**config.mk**
```make
export PLATFORM = sky130hd
export DESIGN_NAME = sram_1p_masked_pipe
export DESIGN_NICKNAME = d
export VERILOG_FILES = /design/src/rtl/sram_1p_masked_pipe.sv
export SDC_FILE = /design/constraint.sdc
export NUM_CORES = 2
export LEC_CHECK = 0
export BUFFER_PORTS_ARGS = -buffer_cell sky130_fd_sc_hd__buf_2
export CAP_MARGIN = 20
export CORE_MARGIN = 1
export CORE_UTILIZATION = 55
export CTS_BUF_LIST = sky130_fd_sc_hd__clkbuf_16
export CTS_CLUSTER_DIAMETER = 50
export DETAILED_ROUTE_END_ITERATION = 12
export PLACE_DENSITY = 0.75
export REMOVE_ABC_BUFFERS = 1
export SLEW_MARGIN = 25
export SYNTH_ARGS = -nofsm -noshare
export SYNTH_HDL_FRONTEND = slang
export SYNTH_SLANG_ARGS = --single-unit
```
**constraint.sdc**
```tcl
create_clock -name RW0_clk -period 7.94 [get_ports RW0_clk]
set_clock_uncertainty 0.2 [all_clocks]
set_input_delay 0.397 -clock RW0_clk [delete_from_list [all_inputs] [get_ports RW0_clk]]
set_output_delay 0.397 -clock RW0_clk [all_outputs]
set_load 0.005 [all_outputs]
```
**src/rtl/sram_1p_masked_pipe.sv**
```systemverilog
// Single-port SRAM model with per-lane write mask, post-reset clear sequence
// and a fixed-latency read pipeline with a valid strobe.

module sram_1p_masked_pipe_lane #(
   parameter int LANE  = 98,
   parameter int DEPTH = 4,
   parameter int AW    = 2
) (
   input  logic            clk,
   input  logic            we,
   input  logic [AW-1:0]   addr,
   input  logic [LANE-1:0] wdata,
   output logic [LANE-1:0] rdata
);
   logic [LANE-1:0] mem [DEPTH];

   always_ff @(posedge clk)
      if (we) mem[addr] <= wdata;

   assign rdata = mem[addr];
endmodule

module sram_1p_masked_pipe #(
   parameter int WIDTH      = 392,
   parameter int DEPTH      = 4,
   parameter int MASK_BITS  = 4,
   parameter int RD_LATENCY = 1,
   parameter bit INIT_VALUE = 1'b0,
   localparam int AW        = (DEPTH > 1) ? $clog2(DEPTH) : 1
) (
   input  logic                 RW0_clk,
   input  logic                 RW0_rst_n,
   input  logic [AW-1:0]        RW0_addr,
   input  logic                 RW0_en,
   input  logic                 RW0_wmode,
   input  logic [MASK_BITS-1:0] RW0_wmask,
   input  logic [WIDTH-1:0]     RW0_wdata,
   output logic [WIDTH-1:0]     RW0_rdata,
   output logic                 RW0_rvalid,
   output logic                 RW0_ready
);
   localparam int LANE   = WIDTH / MASK_BITS;
   localparam int STAGES = RD_LATENCY - 1;

   typedef enum logic {CLEAR = 1'b0, IDLE = 1'b1} state_t;

   state_t                             state, state_nxt;
   logic [AW-1:0]                      clr_cnt;
   logic                               clr_we, clr_last;
   logic                               accept, acc_rd, acc_wr, in_range;
   logic [AW-1:0]                      mem_addr;
   logic [MASK_BITS-1:0][LANE-1:0]     lane_rd;
   logic [WIDTH-1:0]                   rd_word;
   logic [STAGES:0]                    vld_pipe;
   logic [STAGES:0][WIDTH-1:0]         dat_pipe;

   assign clr_last = (clr_cnt == AW'(DEPTH - 1));

   always_ff @(posedge RW0_clk or negedge RW0_rst_n)
      if (!RW0_rst_n) begin
         state   <= CLEAR;
         clr_cnt <= '0;
      end else begin
         state <= state_nxt;
         if (clr_we) clr_cnt <= clr_last ? '0 : clr_cnt + 1'b1;
      end

   always_comb begin
      state_nxt = state;
      if (state == CLEAR && clr_last) state_nxt = IDLE;
   end

   always_comb begin
      clr_we    = (state == CLEAR);
      RW0_ready = (state == IDLE);
   end

   assign accept   = RW0_en & RW0_ready;
   assign acc_wr   = accept & RW0_wmode;
   assign acc_rd   = accept & ~RW0_wmode;
   // Only non-power-of-two depths can present an address past the last entry.
   assign in_range = (32'(RW0_addr) < DEPTH);
   assign mem_addr = clr_we ? clr_cnt : RW0_addr;

   for (genvar i = 0; i < MASK_BITS; i++) begin : g_lane
      sram_1p_masked_pipe_lane #(.LANE(LANE), .DEPTH(DEPTH), .AW(AW)) u_lane (
         .clk   (RW0_clk),
         .we    (clr_we | (acc_wr & in_range & RW0_wmask[i])),
         .addr  (mem_addr),
         .wdata (clr_we ? {LANE{INIT_VALUE}} : RW0_wdata[i*LANE +: LANE]),
         .rdata (lane_rd[i])
      );
   end

   assign rd_word = in_range ? lane_rd : '0;

   // Each stage loads only behind a valid bit, so the last stage naturally
   // holds the most recent return between pulses.
   always_ff @(posedge RW0_clk or negedge RW0_rst_n)
      if (!RW0_rst_n) begin
         vld_pipe <= '0;
         dat_pipe <= '0;
      end else begin
         vld_pipe[0] <= acc_rd;
         if (acc_rd) dat_pipe[0] <= rd_word;
         for (int s = 1; s <= STAGES; s++) begin
            vld_pipe[s] <= vld_pipe[s-1];
            if (vld_pipe[s-1]) dat_pipe[s] <= dat_pipe[s-1];
         end
      end

   assign RW0_rvalid = vld_pipe[STAGES];
   assign RW0_rdata  = dat_pipe[STAGES];
endmodule

```
==> results.md <==
- In this run the cell area of the synthesized design comes to 76700 um2.
- Of the total synthesized cell area, the portion taken by XOR and XNOR cells is 0.
- By area, the combinational part of the netlist is dominated by compound AO/OA/AOI/OAI gates.
- Timing analysis after detailed placement gives a worst setup slack of 3.34 ns.
- Each instance of the synthesized netlist takes up on average 14.9 um2.
- Clock tree synthesis selected as its root buffer the cell sky130_fd_sc_hd__clkbuf_16.
- In the synthesized netlist, the cells that appear most often are 1568 x sky130_fd_sc_hd__edfxtp_1, 603 x sky130_fd_sc_hd__a31oi_1, 485 x sky130_fd_sc_hd__o21ai_0.
- The cell row count is 136.
- The detailed-route vias per instance is 6.50.
- The startpoint class of the critical path is a flip-flop.
- Static timing analysis puts the maximum clock frequency at 190 MHz.
- For this design the total switching power over the nets is 5.31 mW.
- TritonCTS built the clock tree.
- The maximum fanout count along the critical path is 97.
- Counting flops with an async set or reset pin after synthesis yields a share of 0.202.
- The clock sink count is 1964.
- The library cell occupying the most area in the post-synthesis netlist is sky130_fd_sc_hd__edfxtp_1.
- After clock tree synthesis, the clock-pin slew on the worst setup and hold paths is 0.06 ns.
- The area fraction in compound gates after synthesis is 0.126.
- The fraction of the mapped netlist area in adder cells is 0.000163.
- The flow ran to the end, but the final reports show violations.
- The predominant post-synthesis flop cell is sky130_fd_sc_hd__edfxtp_1.
- Across all hold checks on the routed design, the worst slack comes to 0.257 ns.
- At the end of routability-driven placement, the weighted congestion stood at 0.816.
- Among all cell types in the netlist, the one instantiated most often is sky130_fd_sc_hd__edfxtp_1.
- Across the VDD grid, the largest voltage drop is 0.000220 V.
- STA puts the critical path data required time at 7.34 ns.
- The area growth from synthesis to layout is 20.8%.
- Headroom to the max-slew limit came out at -0.0225.
- The aggregate routed wire length is 225 mm.
- The number of clock buffers added by TritonCTS is 199.
- The arrival time reported for the critical path endpoint is 4.66 ns.
- Setup repair after global routing left no endpoint under its margin.
- Of the total synthesized cell area, the portion taken by AND, OR, NAND and NOR gates is 0.0925.
- The maximum root-to-sink buffer count is 3.
- The slack of the critical path is 2.69 ns.
- Yosys attributes the largest share of cell area to sky130_fd_sc_hd__edfxtp_1 61%, sky130_fd_sc_hd__dfrtp_1 13%, sky130_fd_sc_hd__a31oi_1 4.9%.
- The pre-antenna-repair detailed-routing pass consisted of 6 iterations.
- The internal portion of the total power is 17.3 mW.
- The I/O pin count is 796.
- The DRC marker count from the first detailed-route iteration is 5474.
- Synthesis produced 5139 cells.
- For this configuration, the core starts out at a cell density of 0.556.
- Detailed placement ended at an HPWL of 116 mm.
- The final route contains 52932 vias.
- The die is 375 um wide.
- The cell seen most often among critical-path stages is sky130_fd_sc_hd__buf_4.
- The fraction of the cycle the final worst path needs is 0.662.
- Measured along the y axis, the die boundary spans 375 um.
- The area share of the leading cell type in the synthesized netlist is 0.614.
- The placeable core region is 138000 um2.
- Walking the worst path, the cells encountered are buf_4, buf_4, buf_4, buf_2.
- The initial antenna violation count came to 35.
- The final reports fail on max-slew violations.
- For this design, the slowest cell found on the critical path is sky130_fd_sc_hd__dfrtp_4.
- Port buffering added 795 buffers.
- The number of maximum-capacitance violations is 0.
- The ratio of total power to cell area is 245 nW/um2.
- The count of synthesis-stage warnings from yosys is 0.
- For this run, the register share of the synthesized area comes to 0.743.
- The maximum level of the CTS H-tree is 4.
- After global routing the overflow that remains totals 0.
- Entering global routing, the biggest net connects 175 pins.
- The buffers plus inverters on the worst setup path is 4.
- The via count of the first global-routing pass was 52930.
- The fraction of layout instances using a drive strength above 1 is 0.203.
- The share of total power dissipated in combinational logic is 0.077.
- The switching portion of total power is 0.234.
- Summed over all cells, the static leakage comes to 32.5 nW.
- The largest stage delay on the critical path is 0.97 ns.
- Synthesis inferred 1964 register bits.
- Summed over all failing endpoints, the final setup total negative slack is 0 ns.
- The first-pass GRT wire length is 331 mm.
- The cell family contributing the most delay on the critical path is buffers and inverters.
- Setup violations remaining at the end of the flow were counted as 0.
- The number of different library cells used by synthesis comes to 31.
- The critical path class is reg -> out.
- The overall fraction of global-route tracks in use is 0.313.
- In this run the worst hold path is classified as in -> reg.
- Measured against the total synthesized area, the mux share comes to 0.0131.
- The total power is 22.6 mW.
- The clock group share of total power is 0.405.
- The transition time at the pin with the least slew margin is 1.53 ns.
- The remaining routing DRC violations is 0.
- The element type at the critical path end is an output port.
- The die covers 141000 um2.
- The clock latency on the worst-skew pair is 0.82 ns.
- Yosys mapped a number of flops with a built-in enable equal to 1568.
- In this run the remaining antenna-violating nets after routing total 0.
- The final critical path time including I/O delays and setup is 5.25 ns.
- The total count of hold-check failures in the final report is 0.
- The final count of pins violating max slew is 29.
- In the final design database the tool counted 6543 nets.
- The mean routed wirelength per cell is 27.7 um.
- The part of the power in registers is 0.518.
state kept, by name, summed over array words and instances (netlist names):
register / cells
clr_cnt: 2
RW0_rdata: 392
RW0_rvalid: 1
g_lane.u_lane.mem: 1568
RW0_ready: 1
logic make-up after synthesis:
kind of cell | Yosys count
simple gates | 1116
fa+ha+maj | 1
mux | 89
compound gates | 1486
flops | 1964
buf+inv | 483
layout by cell type (no fill, tap or decap), drive strengths merged:
master / Yosys / routed
edfxtp: 1568 / 1568
and3b: 2 / 2
clkinv: 0 / 88
dfrtp: 396 / 396
clkinvlp: 0 / 11
and2: 394 / 394
mux2: 89 / 89
inv: 1 / 65
nand3b: 1 / 1
a21boi: 4 / 4
o21ai: 485 / 485
and4: 5 / 5
nor2: 412 / 412
a22oi: 1 / 1
nor2b: 2 / 2
a221oi: 392 / 392
buf: 75 / 887
nor3: 2 / 2
dlygate4sd3: 0 / 395
and4b: 206 / 206
or2: 1 / 1
nor3b: 3 / 3
nor4bb: 88 / 88
clkbuf: 407 / 200
a31oi: 603 / 603
ha: 1 / 1
diode: 0 / 27
bufinv: 0 / 16
a21o: 1 / 1
metal layers:
metal,up-vias,track usage,part of all wire
met1,26591,0.409,0.38
met3,626,0.0679,0.098
li1,22505,-,-
met2,3192,0.490,0.47
met4,18,0.173,0.054
met5,-,0,0.00057
area by class of cell:
| cell class | count | area, um2 |
|---|---|---|
| Multi-Input combinational cell | 2692 | 18000 |
| Fill cell | 9127 | 45200 |
| Timing Repair Buffer | 1282 | 8830 |
| Sequential cell | 1964 | 57000 |
| Inverter | 1 | 11.3 |
| Clock buffer | 200 | 5000 |
| Tap cell | 1794 | 2240 |
| Antenna cell | 27 | 67.6 |
| Clock inverter | 179 | 1490 |
worst reg2reg max path: stages (launching register included):
cell and delay [ns]:
sky130_fd_sc_hd__dfrtp_4 0.97, sky130_fd_sc_hd__buf_4 0.75, sky130_fd_sc_hd__nand3b_1 0.27, sky130_fd_sc_hd__buf_12 0.38, sky130_fd_sc_hd__inv_8 0.77, sky130_fd_sc_hd__buf_4 0.79, sky130_fd_sc_hd__nor2_1 0.19, sky130_fd_sc_hd__a31oi_1 0.26
stage by stage:
| step | area (um2) | utilization | std cells |
|---|---|---|---|
| 4_1_cts | 92500 | 0.671 | 8111 |
| 3_5_place_dp | 82000 | 0.595 | 7336 |
| 2_1_floorplan | 74800 | - | 4657 |
| 5_1_grt | 92600 | 0.672 | 8134 |
| 3_3_place_gp | 82000 | 0.595 | 7336 |
| 6_report | 92600 | 0.672 | 8139 |
power groups by stage:
stage	sequential (mW)	clock, mW	combinational (mW)
floorplan	11.9	0	0.695
global placement	11.9	0	1.52
detailed placement	11.9	0	1.55
CTS	11.7	9.23	1.73
global route	11.7	9.65	1.88
finish	11.7	9.17	1.75
path summary, 6_finish.rpt:
check | to | start | slack (ns) | cells past startpoint
max | RW0_ready | RW0_ready$_DFFE_PN0P_ | 2.69 | 4
min | g_lane[0].u_lane.mem[1][57]$_DFFE_PP_ | RW0_wdata[57] | 0.26 | 3
max reg2reg | RW0_rdata[64]$_DFFE_PN0P_ | RW0_ready$_DFFE_PN0P_ | 3.30 | 7
min reg2reg | RW0_rdata[390]$_DFFE_PN0P_ | g_lane[3].u_lane.mem[2][96]$_DFFE_PP_ | 0.29 | 2
max in group asynchronous | RW0_rdata[110]$_DFFE_PN0P_ | RW0_rst_n | 5.55 | 5
min in group asynchronous | RW0_rdata[60]$_DFFE_PN0P_ | RW0_rst_n | 0.41 | 3
what timing repair did:
action                                 4_1_cts  5_1_grt
buffers inserted                             0        0
resized for setup                            0        0
endpoints found under the hold margin     1661        0
hold buffers                               396        0
(Power assumes the default switching activity.)
